### src/rtl/hazard_ctrl.sv
// Pipeline hazard controller: operand forwarding, load-use and multi-cycle
// Execute stalls, branch/PC-write flushes, and saturating stall/flush counters.
module hazard_ctrl #(
  parameter int RA_W    = 4,
  parameter int MUL_LAT = 3,
  parameter int CNT_W   = 16
) (
  input  logic              clk,
  input  logic              reset,
  input  logic [RA_W-1:0]   RA1D,
  input  logic [RA_W-1:0]   RA2D,
  input  logic [RA_W-1:0]   RA1E,
  input  logic [RA_W-1:0]   RA2E,
  input  logic [RA_W-1:0]   WA3E,
  input  logic [RA_W-1:0]   WA3M,
  input  logic [RA_W-1:0]   WA3W,
  input  logic              RegWriteE,
  input  logic              RegWriteM,
  input  logic              RegWriteW,
  input  logic              MemtoRegE,
  input  logic              MulStartE,
  input  logic              BranchMissedE,
  input  logic              PCWrPendingF,
  input  logic              PCSrcW,
  input  logic              CntClr,
  output logic [1:0]        ForwardAE,
  output logic [1:0]        ForwardBE,
  output logic              StallF,
  output logic              StallD,
  output logic              StallE,
  output logic              FlushD,
  output logic              FlushE,
  output logic              FlushM,
  output logic              MulBusy,
  output logic [CNT_W-1:0]  StallCount,
  output logic [CNT_W-1:0]  FlushCount
);

  localparam int CW = $clog2(MUL_LAT) + 1;
  localparam logic [RA_W-1:0] PC_ADDR = {RA_W{1'b1}};

  typedef enum logic {IDLE = 1'b0, BUSY = 1'b1} state_t;

  state_t           state_q, state_d;
  logic [CW-1:0]    cnt_q, cnt_d;
  logic [CNT_W-1:0] stall_cnt_q, stall_cnt_d;
  logic [CNT_W-1:0] flush_cnt_q, flush_cnt_d;
  logic             hold_s;
  logic             ldr_stall_s;

  // Operand source select; the M stage result is newer than W, so it wins.
  function automatic logic [1:0] fwd_sel(input logic [RA_W-1:0] ra,
                                         input logic [RA_W-1:0] wa_m,
                                         input logic            we_m,
                                         input logic [RA_W-1:0] wa_w,
                                         input logic            we_w);
    logic [1:0] sel;
    sel = 2'b00;
    if (ra == PC_ADDR) begin
      sel = 2'b00;
    end else if (we_m && (wa_m == ra)) begin
      sel = 2'b10;
    end else if (we_w && (wa_w == ra)) begin
      sel = 2'b01;
    end else begin
      sel = 2'b00;
    end
    return sel;
  endfunction

  assign ldr_stall_s = MemtoRegE & RegWriteE & ((WA3E == RA1D) | (WA3E == RA2D));

  // Multi-cycle sequencer; the first Execute cycle is held from IDLE,
  // the rest from BUSY, and MulStartE is ignored while BUSY.
  always_comb begin
    state_d = state_q;
    cnt_d   = cnt_q;
    hold_s  = 1'b0;
    case (state_q)
      IDLE: begin
        if (MulStartE && (MUL_LAT > 1)) begin
          hold_s  = 1'b1;
          state_d = BUSY;
          cnt_d   = CW'(MUL_LAT - 1);
        end else begin
          state_d = IDLE;
          cnt_d   = {CW{1'b0}};
        end
      end
      BUSY: begin
        if (cnt_q > CW'(1)) begin
          hold_s = 1'b1;
          cnt_d  = cnt_q - CW'(1);
        end else begin
          state_d = IDLE;
          cnt_d   = {CW{1'b0}};
        end
      end
      default: begin
        state_d = IDLE;
        cnt_d   = {CW{1'b0}};
      end
    endcase
  end

  // Stall/flush/forward outputs; reset forces a quiet, flushing pipeline.
  always_comb begin
    ForwardAE = 2'b00;
    ForwardBE = 2'b00;
    StallF    = 1'b0;
    StallD    = 1'b0;
    StallE    = 1'b0;
    FlushD    = 1'b0;
    FlushE    = 1'b0;
    FlushM    = 1'b0;
    MulBusy   = 1'b0;
    if (reset) begin
      FlushD = 1'b1;
      FlushE = 1'b1;
    end else begin
      ForwardAE = fwd_sel(RA1E, WA3M, RegWriteM, WA3W, RegWriteW);
      ForwardBE = fwd_sel(RA2E, WA3M, RegWriteM, WA3W, RegWriteW);
      StallF    = ldr_stall_s | PCWrPendingF | hold_s;
      StallD    = ldr_stall_s | hold_s;
      StallE    = hold_s;
      FlushM    = hold_s;
      FlushD    = PCWrPendingF | PCSrcW | BranchMissedE;
      FlushE    = (ldr_stall_s | BranchMissedE) & ~hold_s;
      MulBusy   = hold_s;
    end
  end

  // Saturating event counters; clear beats increment.
  always_comb begin
    stall_cnt_d = stall_cnt_q;
    flush_cnt_d = flush_cnt_q;
    if (CntClr) begin
      stall_cnt_d = {CNT_W{1'b0}};
      flush_cnt_d = {CNT_W{1'b0}};
    end else begin
      if (StallD && (stall_cnt_q != {CNT_W{1'b1}})) begin
        stall_cnt_d = stall_cnt_q + CNT_W'(1);
      end else begin
        stall_cnt_d = stall_cnt_q;
      end
      if (FlushE && (flush_cnt_q != {CNT_W{1'b1}})) begin
        flush_cnt_d = flush_cnt_q + CNT_W'(1);
      end else begin
        flush_cnt_d = flush_cnt_q;
      end
    end
  end

  // State and counter registers with synchronous reset.
  always_ff @(posedge clk) begin
    if (reset) begin
      state_q     <= IDLE;
      cnt_q       <= {CW{1'b0}};
      stall_cnt_q <= {CNT_W{1'b0}};
      flush_cnt_q <= {CNT_W{1'b0}};
    end else begin
      state_q     <= state_d;
      cnt_q       <= cnt_d;
      stall_cnt_q <= stall_cnt_d;
      flush_cnt_q <= flush_cnt_d;
    end
  end

  assign StallCount = stall_cnt_q;
  assign FlushCount = flush_cnt_q;

endmodule

### config.mk
export PLATFORM = sky130hd
export DESIGN_NAME = hazard_ctrl
export DESIGN_NICKNAME = d
export VERILOG_FILES = /design/src/rtl/hazard_ctrl.sv
export SDC_FILE = /design/constraint.sdc
export NUM_CORES = 1
export LEC_CHECK = 0
export BUFFER_PORTS_ARGS = -buffer_cell sky130_fd_sc_hd__buf_4
export CORE_ASPECT_RATIO = 1.4
export CORE_MARGIN = 2
export CORE_UTILIZATION = 49
export CTS_CLUSTER_DIAMETER = 60
export DETAILED_ROUTE_END_ITERATION = 7
export PLACE_DENSITY = 0.85
export SLEW_MARGIN = 20
export SYNTH_ARGS = -nofsm -noshare
export SYNTH_HDL_FRONTEND = slang
export SYNTH_SLANG_ARGS = --single-unit
### constraint.sdc
create_clock -name clk -period 2.5 [get_ports clk]
set_input_delay 0.375 -clock clk [delete_from_list [all_inputs] [get_ports clk]]
set_output_delay 0.375 -clock clk [all_outputs]
set_load 0.005 [all_outputs]
---- Word-level counts from Yosys, hierarchy flattened ----
Cells that the tools add are included.
storage, ports and cells
  flip-flop bits (word level) ............. 36
  bits in latches ......................... 0
  memory bits (writable) .................. 0
  memory bits (read-only) ................. 0
  input bits .............................. 39
  logic and storage cells ................. 56
  memories kept ........................... 0
operators by class
  $add $sub $neg .......................... 3
  $mul .................................... 0
  div/mod/pow operators ................... 0
  $lt $le $gt $ge ......................... 1
  equal/unequal tests ..................... 10
  shift operators ......................... 0
  multiplexer cells ....................... 19
  bitwise gates (word level) .............. 12
  reduce and logical (&&, ||, !) cells .... 7
operator list
  kind                     count
  $add A16 B1 Y16 const B  2
  $ne A16 B16 Y1 const B   2
  $eq A4 B4 Y1             6
  $mux W2                  7
  $mux W1                  9
  $eq A4 B4 Y1 const B     2
  $or A1 B1 Y1             7
  $logic_and A1 B1 Y1      6
  $pmux W3 S2              1
  $and A1 B1 Y1            3
  $gt A3 B1 Y1 const B     1
  $mux W3                  1
  $sub A3 B1 Y3 const B    1
  $not A1 Y1               2
  $pmux W1 S2              1
  $reduce_or A2 Y1         1

---- Depth between registers and ports, before layout ----
  depth after elaboration ................. 7
  gate-level depth with buffers ........... 8
  depth with buffers taken out ............ 8

---- Worst setup path before layout ----
Ideal clock, no wire load.
  path kind ............................... in2reg
  start point ............................. in reset
  end point ............................... reg stall_cnt_q[13], in the netlist StallCount[13]
  library setup time ...................... 0.059 ns
  data arrival time ....................... 1.922 ns
  required time ........................... 2.441 ns
  setup slack ............................. 0.519 ns
  stages .................................. 7
  buffers on the path ..................... 1
  path through ............................ buf_2 -> nor3b_1 -> a31oi_4 -> nor2_1 -> o21ai_2 -> or4_1 -> nand2_1
on the way
  cells in the longest elaborated chain, start to end .. 2
RTL lines
  what                  line  text
  start, declared       9     input logic reset,
  $mux W1               117   if (reset) begin
  $logic_and A1 B1 Y1   141   if (StallD && (stall_cnt_q != {CNT_W{1'b1}})) begin
  end signal, assigned  159   stall_cnt_q <= {CNT_W{1'b0}};
  end signal, assigned  164   stall_cnt_q <= stall_cnt_d;
  end, declared         46    logic [CNT_W-1:0] stall_cnt_q, stall_cnt_d;
Several ways; a longest one is shown, not always the timed one.
A chain may end at the register's enable or synchronous reset.

---- Final worst setup path ----
  start point ............................. reg cnt_q[0]
  end point ............................... out FlushE
on the way
  cells in the longest elaborated chain, start to end .. 6
RTL lines
  what                    line  text
  start, declared         45    logic [CW-1:0] cnt_q, cnt_d;
  start signal, assigned  158   cnt_q <= {CW{1'b0}};
  start signal, assigned  163   cnt_q <= cnt_d;
  $gt A3 B1 Y1            91    if (cnt_q > CW'(1)) begin
  $mux W1                 91
  $pmux W1 S2             79    case (state_q)
  $not A1 Y1              128   FlushE = (ldr_stall_s | BranchMissedE) & ~hold_s;
  $and A1 B1 Y1           128
  $mux W1                 117
  end, declared           32    output logic FlushE,
No other way between the ends.

==> impl_metrics.json <==
{
  "cts_setup_buffers": 0,
  "htree_levels": 2,
  "final_core_util_pct": 68.77,
  "syn_to_final_growth_pct": 34.53,
  "rows": 28,
  "max_stage_delay_ns": 0.39,
  "synthFlopType": "dfxtp_1",
  "drtIter0Drc": 107,
  "seq_area_frac_synth_pct": 33.26,
  "relSlewSlack_pct": 62.51,
  "grt_pass1_vias": 1928,
  "synth-async-reset-ratio_pct": 0,
  "finalHoldViolCount": 0,
  "maxSlewViolCount": 0,
  "cts_resized": 0,
  "worstMarginPinSlew_ns": 0.5623,
  "hold_buffers": 0,
  "clk-insertion-delay-late_ns": 0.29,
  "mostFrequentLayoutCell": "buf_4",
  "final_cell_mix": "buf_4, dfxtp_1, nor2_1",
  "syn_inst": 261,
  "root_buffer": "clkbuf_8",
  "via_per_inst": 5.425,
  "grt_util_all_layers_pct": 21.99,
  "crit_slowest_cell": "or3_4",
  "clock.fmax_ghz": 0.4215,
  "ys_warn_count": 0,
  "initial_core_util_pct": 51.12,
  "fp.dieW_um": 60.21,
  "cts_buffer_depth": 2,
  "setup_viol": 0,
  "worst_r2r_path_depth": 8,
  "antenna_left": 0,
  "fin_nets": 388,
  "cp-endpoint": "FlushE",
  "avgRoutedWirePerCell_um": 13.66,
  "die_y_um": 82.69,
  "status": "complete, no violations",
  "grt.overflow.total": 0,
  "cts_sinks": 36,
  "io_buffers": 81,
  "hpwl_um": 4309,
  "r2r_start": "StallCount[0]",
  "clkSlewWorstSetupHoldPaths_ns": 0.07,
  "ir_drop_mv": 0.2400,
  "die_area_mm2": 0.004978,
  "grt_pass1_wl_um": 8424,
  "first_pass_iters": 4,
  "grt_max_degree": 29,
  "finalCritPeriodShare_pct": 94.89,
  "drc": 0,
  "antenna_cells": 0,
  "synth_cell_types": 48,
  "post_synth.cell_area_avg_um2": 8.303,
  "power.density_mw_per_mm2": 411.0,
  "rsz0062_at_grt": "no",
  "tns_ns": 0,
  "period_minus_slack_ns": 2.372,
  "hold_class": "input port to register",
  "fin_skew_ns": 0.007992,
  "cts_buffers": 5,
  "antenna_found_initial": 0,
  "crit_path_end_kind": "primary output",
  "ff2ff_setup_slack_ns": 0.33,
  "r2r-end": "StallCount[15]",
  "worstPathCellList": "or3_4 > a31oi_4 > inv_1 > a211oi_1 > buf_4",
  "gp_congestion": 0.8113,
  "synth_edf_count": 0,
  "worstSetupPathType": "register to primary output",
  "startpoint_type": "register",
  "drive_gt1_share_pct": 28.70,
  "pin_count": 82,
  "core_area_mm2": 0.004239,
  "timing.critical_path.buf_inv": 2,
  "startpoint": "cnt_q[0]",
  "required_ns": 2.12,
  "p_leak_nw": 1.187,
  "crit_fanout": 7,
  "wl_um": 5534,
  "tritoncts": "built",
  "maxCapViolations": 0,
  "vias": 2197,
  "syn_nets": 304,
  "cp_num_cells": 5,
  "cp_top_family": "compound AO/OA/AOI/OAI gates",
  "syn_area_mm2": 0.002167,
  "synth_seq_cells": 36,
  "crit_arrival_ns": 2.00
}
## worst min path at each step
stage,start,endpoint,slack [ns],cells past startpoint
2_1_floorplan,cnt_q[0],cnt_q[0],0.43,1
3_3_place_gp,cnt_q[0],cnt_q[0],0.45,1
3_5_place_dp,cnt_q[0],cnt_q[0],0.46,1
4_1_cts,MulStartE,cnt_q[1],0.37,3
5_1_grt,CntClr,FlushCount[11],0.38,3
6_report,MulStartE,cnt_q[1],0.37,3
## where the power goes
group | switching, mW | internal, mW | total (mW)
Sequential | 0.00497 | 0.579 | 0.584
Clock | 0.213 | 0.189 | 0.401
Combinational | 0.107 | 0.106 | 0.213
## cell families (layout without fill, tap and decap cells)
group	after synthesis	in the layout	share of synthesized area [%]
adder cells (fa/ha/maj)	4	4	2.310
AO/OA/AOI/OAI	41	41	14.32
XOR/XNOR	38	38	15.36
buffers and inverters	14	98	2.829
flip-flops	36	36	33.26
AND/OR/NAND/NOR	125	125	30.54
multiplexers	3	3	1.386
## per-layer routing
| metal | global-route usage, % | routed length [um] |
|---|---|---|
| met2 | 37.72 | 2833 |
| met4 | 7.778 | 70 |
| met1 | 26.46 | 2249 |
| met5 | 0 | 0 |
| met3 | 4.984 | 381 |
## worst register-to-register path, cell delays in order, from the launching register on
cell and delay, ns:
dfxtp_1 0.35, ha_1 0.25, nand3_1 0.09, nor4_1 0.05
buf_4 0.15, a2111oi_4 0.45, o21ai_2 0.21, or4_1 0.49
nand2_1 0.08
## registers in the layout, summed over array words and instances (netlist names)
name        flops
state_q         1
FlushCount     16
StallCount     16
cnt_q           3
## cell usage after synthesis, types with 2 or more instances
| master | n | area [um^2] |
|---|---|---|
| nor3_1 | 6 | 30.03 |
| a211oi_1 | 2 | 15.01 |
| dfxtp_1 | 36 | 720.7 |
| nor4_1 | 4 | 25.02 |
| nor2_1 | 31 | 116.4 |
| inv_1 | 8 | 30.03 |
| or4_1 | 5 | 37.54 |
| nand4_1 | 9 | 56.30 |
| or3_1 | 9 | 56.30 |
| ha_1 | 4 | 50.05 |
| and2_1 | 2 | 12.51 |
| xor2_1 | 24 | 210.2 |
| and3_1 | 6 | 37.54 |
| nand2_1 | 17 | 63.81 |
| o21a_1 | 2 | 15.01 |
| and4_1 | 4 | 35.03 |
| o31ai_1 | 3 | 22.52 |
| buf_4 | 2 | 15.01 |
| or2_2 | 2 | 12.51 |
| o21ai_0 | 10 | 50.05 |
| xnor2_1 | 14 | 122.6 |
| mux2i_1 | 3 | 30.03 |
| a21oi_1 | 9 | 45.04 |
| o211ai_1 | 3 | 22.52 |
| nand3_1 | 21 | 105.1 |
| nand2b_1 | 2 | 12.51 |
| clkbuf_1 | 2 | 7.510 |
## through the flow
step	hold slack, ns	setup slack (ns)	total power, mW	instances	cell area (um^2)
floorplan	0.4294	0.5186	0.7086	261	2167
global route	0.3793	0.02124	1.248	405	2915
finish	0.3724	0.1277	1.198	405	2915
global placement	0.4465	0.2254	0.8016	398	2834
CTS	0.3732	0.1204	1.205	405	2915
detailed placement	0.4644	0.1542	0.8084	398	2834
## final cells by class
class | instances | area [um^2]
Clock buffer | 5 | 68.82
Clock inverter | 2 | 12.51
Fill cell | 365 | 1324
Inverter | 8 | 30.03
Multi-Input combinational cell | 211 | 1385
Sequential cell | 36 | 720.7
Tap cell | 60 | 75.07
Timing Repair Buffer | 83 | 623.1
Note: power is estimated with default switching activity, not from simulation.
